File: config.mk
export PLATFORM = sky130hd
export DESIGN_NAME = fp_norm_round
export DESIGN_NICKNAME = d
export VERILOG_FILES = /design/src/rtl/fp_norm_round.sv
export SDC_FILE = /design/constraint.sdc
export NUM_CORES = 1
export LEC_CHECK = 0
export CORE_ASPECT_RATIO = 0.9
export CORE_MARGIN = 4
export CORE_UTILIZATION = 49
export DETAILED_ROUTE_END_ITERATION = 10
export HOLD_SLACK_MARGIN = 0.12
export MAX_ROUTING_LAYER = met4
export PLACE_DENSITY = 0.77
export SKIP_LAST_GASP = 1
export SLEW_MARGIN = 20
export SYNTH_ARGS = -nofsm -noshare
export SYNTH_HDL_FRONTEND = slang
export SYNTH_SLANG_ARGS = --single-unit
File: constraint.sdc
create_clock -name clk -period 3.2 [get_ports clk]
set_clock_uncertainty 0.1 [all_clocks]
set_input_delay 0.32 -clock clk [delete_from_list [all_inputs] [get_ports clk]]
set_output_delay 0.32 -clock clk [all_outputs]
set_load 0.02 [all_outputs]
File: src/rtl/fp_norm_round.sv
// fp_norm_round
// Multi-cycle normalize-and-round stage for the binary32 multiplier. Takes
// the raw 48-bit significand product, the sign and the signed biased
// exponent sum. It normalizes with one 1-bit shift per cycle, rounds to
// nearest-even, handles overflow, subnormal and special results, and packs
// a binary32 result into sonuc. Only one operation is in flight at a time.
//
// Ports:
//   clk        rising-edge clock
//   reset      asynchronous, active-low reset
//   in_valid   operand valid           in_ready  stage idle, can accept
//   in_sign    result sign             in_exp    signed biased exponent e1+e2-127
//   in_mant    24x24 significand product (hidden bits included)
//   in_nan / in_inf / in_zero          upstream special-case indications
//   out_valid  result valid            out_ready consumer accepts
//   sonuc      packed binary32 result
//   out_flags  {invalid, overflow, underflow, inexact}
//
// Value convention inside the stage: value = m/2^46 * 2^(e-127), and the
// significand is normalized when m[46] is set.
module fp_norm_round #(
  parameter int EXP_W = 10,
  parameter int BIAS  = 127
) (
  input  logic                    clk,
  input  logic                    reset,
  input  logic                    in_valid,
  output logic                    in_ready,
  input  logic                    in_sign,
  input  logic signed [EXP_W-1:0] in_exp,
  input  logic [47:0]             in_mant,
  input  logic                    in_nan,
  input  logic                    in_inf,
  input  logic                    in_zero,
  output logic                    out_valid,
  input  logic                    out_ready,
  output logic [31:0]             sonuc,
  output logic [3:0]              out_flags
);

  typedef enum logic [1:0] {IDLE, NORM, ROUND, OUT} state_t;

  localparam logic signed [EXP_W-1:0] E_ONE = EXP_W'(1);
  // First exponent that no longer fits a finite binary32 (255 for BIAS=127).
  localparam logic signed [EXP_W-1:0] E_MAX = EXP_W'(2 * BIAS + 1);

  state_t                    state_q, state_d;
  logic [47:0]               m_q, m_d;
  logic signed [EXP_W-1:0]   e_q, e_d;
  logic                      sign_q, sign_d;
  logic [31:0]               sonuc_q, sonuc_d;
  logic [3:0]                flags_q, flags_d;

  // Rounding datapath, only meaningful while in ROUND.
  logic                      rnd_lsb, rnd_g, rnd_s, rnd_inc, rnd_inexact;
  logic [24:0]               rnd_r;
  logic signed [EXP_W-1:0]   rnd_exp;
  logic [22:0]               rnd_frac;

  assign in_ready  = (state_q == IDLE);
  assign out_valid = (state_q == OUT);
  assign sonuc     = sonuc_q;
  assign out_flags = flags_q;

  // Round to nearest-even on the 24 kept bits m[46:23]. A carry out of the
  // significand bumps the exponent; a result with no hidden bit can only
  // arise with e==1 and is packed as a subnormal (exponent field 0).
  always_comb begin
    rnd_lsb     = m_q[23];
    rnd_g       = m_q[22];
    rnd_s       = |m_q[21:0];
    rnd_inc     = rnd_g & (rnd_s | rnd_lsb);
    rnd_inexact = rnd_g | rnd_s;
    rnd_r       = {1'b0, m_q[46:23]} + {24'b0, rnd_inc};
    if (rnd_r[24]) begin
      rnd_exp  = e_q + E_ONE;
      rnd_frac = 23'b0;
    end else if (rnd_r[23]) begin
      rnd_exp  = e_q;
      rnd_frac = rnd_r[22:0];
    end else begin
      rnd_exp  = '0;
      rnd_frac = rnd_r[22:0];
    end
  end

  // Next-state and datapath control. Specials bypass normalization and go
  // straight to OUT. NORM performs one shift per cycle: right shifts keep a
  // sticky bit in m[0] so no discarded bit is lost for rounding, and they
  // also lift tiny exponents up to 1 (the subnormal range).
  always_comb begin
    state_d = state_q;
    m_d     = m_q;
    e_d     = e_q;
    sign_d  = sign_q;
    sonuc_d = sonuc_q;
    flags_d = flags_q;

    case (state_q)
      IDLE: begin
        if (in_valid) begin
          sign_d  = in_sign;
          m_d     = in_mant;
          e_d     = in_exp;
          flags_d = 4'b0000;
          if (in_nan) begin
            sonuc_d = 32'h7FC0_0000;
            flags_d = 4'b1000;
            state_d = OUT;
          end else if (in_inf) begin
            sonuc_d = {in_sign, 8'hFF, 23'b0};
            state_d = OUT;
          end else if (in_zero || (in_mant == 48'b0)) begin
            sonuc_d = {in_sign, 31'b0};
            state_d = OUT;
          end else begin
            state_d = NORM;
          end
        end
      end

      NORM: begin
        if (m_q[47] || (e_q < E_ONE)) begin
          m_d = {1'b0, m_q[47:2], m_q[1] | m_q[0]};
          e_d = e_q + E_ONE;
        end else if (!m_q[46] && (e_q > E_ONE)) begin
          m_d = {m_q[46:0], 1'b0};
          e_d = e_q - E_ONE;
        end else begin
          state_d = ROUND;
        end
      end

      ROUND: begin
        if (rnd_exp >= E_MAX) begin
          sonuc_d = {sign_q, 8'hFF, 23'b0};
          flags_d = 4'b0101;
        end else begin
          sonuc_d = {sign_q, rnd_exp[7:0], rnd_frac};
          flags_d = {2'b00, rnd_inexact && (rnd_exp == '0), rnd_inexact};
        end
        state_d = OUT;
      end

      OUT: begin
        if (out_ready) begin
          state_d = IDLE;
        end
      end

      default: state_d = IDLE;
    endcase
  end

  // State and datapath registers; reset abandons any in-flight operation.
  always_ff @(posedge clk or negedge reset) begin
    if (!reset) begin
      state_q <= IDLE;
      m_q     <= '0;
      e_q     <= '0;
      sign_q  <= 1'b0;
      sonuc_q <= '0;
      flags_q <= '0;
    end else begin
      state_q <= state_d;
      m_q     <= m_d;
      e_q     <= e_d;
      sign_q  <= sign_d;
      sonuc_q <= sonuc_d;
      flags_q <= flags_d;
    end
  end

endmodule

==> impl_results.md <==
- DR WL met2: 8.514 mm
- Dpl hpwl: 14.14 mm
- Hold Crit Class: reg -> reg
- # nets final: 987
- Std cell rows: 38
- Die W: 126.4 µm
- Area Overhead vs Synth: 28.92%
- Min cycle time layout: 3.073 ns
- DRT Pass-1 Iters: 7
- Syn Inst Count: 811
- GPL Wtd Cong: 0.9971
- H-tree depth: 3
- CTS buffer count: 9
- Worst-path clk slew: 0.07 ns
- Tcrit/Tclk final: 96.03%
- Reg2Reg Depth: 10
- Most common cell in the netlist: nand2_1
- Critical Path Fanout Max: 7
- Pleak: 3.200 nW
- Die ar.: 14480 µm²
- CTS tree: done
- Diode count: 0
- Fmax: 325.4 MHz
- Tightest Pin Transition: 0.7575 ns
- Setup CP Type: reg -> reg
- Setup WS pre-CTS: 0.04982 ns
- Vias in the first global route: 6060
- Number of antenna-violating nets in the routed design: 0
- CTS root buf: clkbuf_16
- Final setup vio count: 0
- 1st-iter DRT viols: 519
- Starting density of the core: 50.60%
- Core area: 12220 µm²
- Worst skew pair latency: 0.35 ns
- EDFF count, synth: 0
- Seq/Total Area, Yosys: 39.26%
- First-pass GRT wire length: 30.68 mm
- Reg-to-Reg End: sonuc[25]
- Syn_nets: 885
- Proportion of layout cells with a drive suffix above 1: 9.695%
- Placed instance area: 7591 µm²
- Synth async-reset ratio: 100.0%
- Met1 wire length: 8.662 mm
- R2R setup slack: 0.13 ns
- Post-route cell area: 7971 µm²
- Initial antenna violation count: 0
- Top post-synthesis cells by area: dfrtp_1 39%, nand2_1 12%, o21ai_0 9.1%
- WL met3: 1.422 mm
- Wirelength per Cell: 17.65 µm
- Post-synth top flop: dfrtp_1
- GRT Resource Usage Total: 27.14%
- DRC viols: 0
- Setup_tns: 0 ns
- Register bit total from synthesis: 97
- Highest metal used: met4
- Final Hold Vio Count: 0
- Hold worst-path end: sonuc[18]
- Hold-critical path depth: 2
- Status: finished clean
- Synth area leader: dfrtp_1
- Largest net degree at the start of global routing: 98
- Library cells used by synthesis: 60
- Synth top cells by count: 198 x nand2_1, 112 x o21ai_0, 97 x dfrtp_1
- Max-slew headroom: 48.97%
- Post-Route Utilization: 65.24%
- Worst EP required: 3.39 ns
- Vias/cell: 5.996
- Port Buffer Count: 103
- Post-synth top area share: 39.26%
- Max-cap violations: 0
- Peak VDD IR: 584.0 µV
- IO Count: 104
- CTS max path bufs: 2
- Clock Sink Count: 97
- Netlist area before placement: 6183 µm²
- Critical path endpoint category: flop
- Gr ovfl total: 0
- Worst EP arrival: 3.26 ns
- Final Routed Wirelength: 19.02 mm
- Fill count: 1012
- Vias: 6464
- Power Dens Cells: 1080 nW/µm²
- Die Span Y: 114.6 µm
- Critical R2R Launch: m_q[23]
- Ys Warns: 0
- Power consumption: 8.605 mW
- Min-delay src: sonuc[18]
- Mean area per synthesized cell: 7.624 µm²
- CP Launch Type: flop
- Final Slew Violations: 0
- Setup slack after layout: 0.1272 ns
routing by layer:
metal / global-route usage [%] / vias to the layer above
met5: - / -
met4: 9.006 / 0
met3: 4.571 / 41
met2: 40.62 / 270
met1: 37.73 / 3069
li1: - / 3084
state kept, by name, indices dropped and copies added, names as in the netlist:
name / flops
e_q: 10
m_q: 48
out_flags: 4
sign_q: 1
sonuc: 32
state_q: 2
layout by cell type (no fill, tap or decap), types with 4 or more instances in the layout:
master / n
o211ai_1: 12
o31ai_1: 9
nand2_1: 198
o21ai_1: 18
clkbuf_16: 9
or4_1: 5
inv_1: 18
and3_1: 4
dfrtp_1: 97
ha_1: 7
and4_1: 4
o22ai_1: 12
o221a_1: 7
nor4_1: 22
nand3_1: 52
xnor2_1: 14
buf_4: 49
nor3_1: 16
a21oi_1: 27
o21ai_0: 112
clkdlybuf4s50_1: 102
nand4_1: 18
nor2_1: 26
xor2_1: 9
a31oi_1: 6
how the worst max path moves through the flow:
stage            start         to
4_1_cts        m_q[23]   sonuc[6]
3_3_place_gp   m_q[22]   sonuc[7]
3_5_place_dp   m_q[23]   sonuc[9]
6_report       m_q[23]  sonuc[25]
5_1_grt        m_q[22]   sonuc[2]
2_1_floorplan  m_q[22]  sonuc[11]
worst max-delay path, stage by stage (launching register included):
cell	delay (ns)
dfrtp_1	0.35
and2_1	0.13
ha_1	0.16
nand4_1	0.10
or4_4	0.60
or2_4	0.28
o311ai_4	0.26
nand4_1	0.23
o311ai_4	0.45
buf_6	0.18
o221a_2	0.18
cell type report:
cell class                 count  area, µm²  share of cell area, %
clock buffer                   9      225.2                  2.825
clock inverter                 7      116.4                  1.460
inverter                      18      67.56                 0.8476
multi-input combinational    630       3453                  43.32
sequential                    97       2427                  30.45
tap                          160      200.2                  2.511
timing repair buffer         157       1481                  18.58
logic make-up (layout without fill, tap and decap cells):
family | Yosys count | after routing | synth area share (%)
adders and majority gates | 8 | 8 | 1.619
muxes | 4 | 4 | 0.6678
DFF | 97 | 97 | 39.26
and+or+nand+nor | 369 | 369 | 27.60
buffers and inverters | 84 | 191 | 5.544
xor gates and xnor gates | 23 | 23 | 3.258
AOI/OAI and AO/OA | 226 | 226 | 22.06
what timing repair did:
item,CTS,global route
setup buffers,0,2
gates resized for setup,0,5
endpoints found under the setup margin,0,33
hold buffers,1,0
hold endpoints to repair,97,0
power by group:
part	internal [mW]	leakage, nW	switching (mW)
combinational	1.96	1.84	2.96
clock	0.764	0.166	0.484
sequential	1.83	1.19	0.606
total	4.55	3.20	4.05
stage by stage:
step	instances	hold WS, ns
5_1_grt	1078	0.4240
6_report	1078	0.3829
2_1_floorplan	811	-0.07559
3_3_place_gp	1060	0.3161
3_5_place_dp	1060	0.3177
4_1_cts	1077	0.3899
Power figures use the tool's default switching activity.
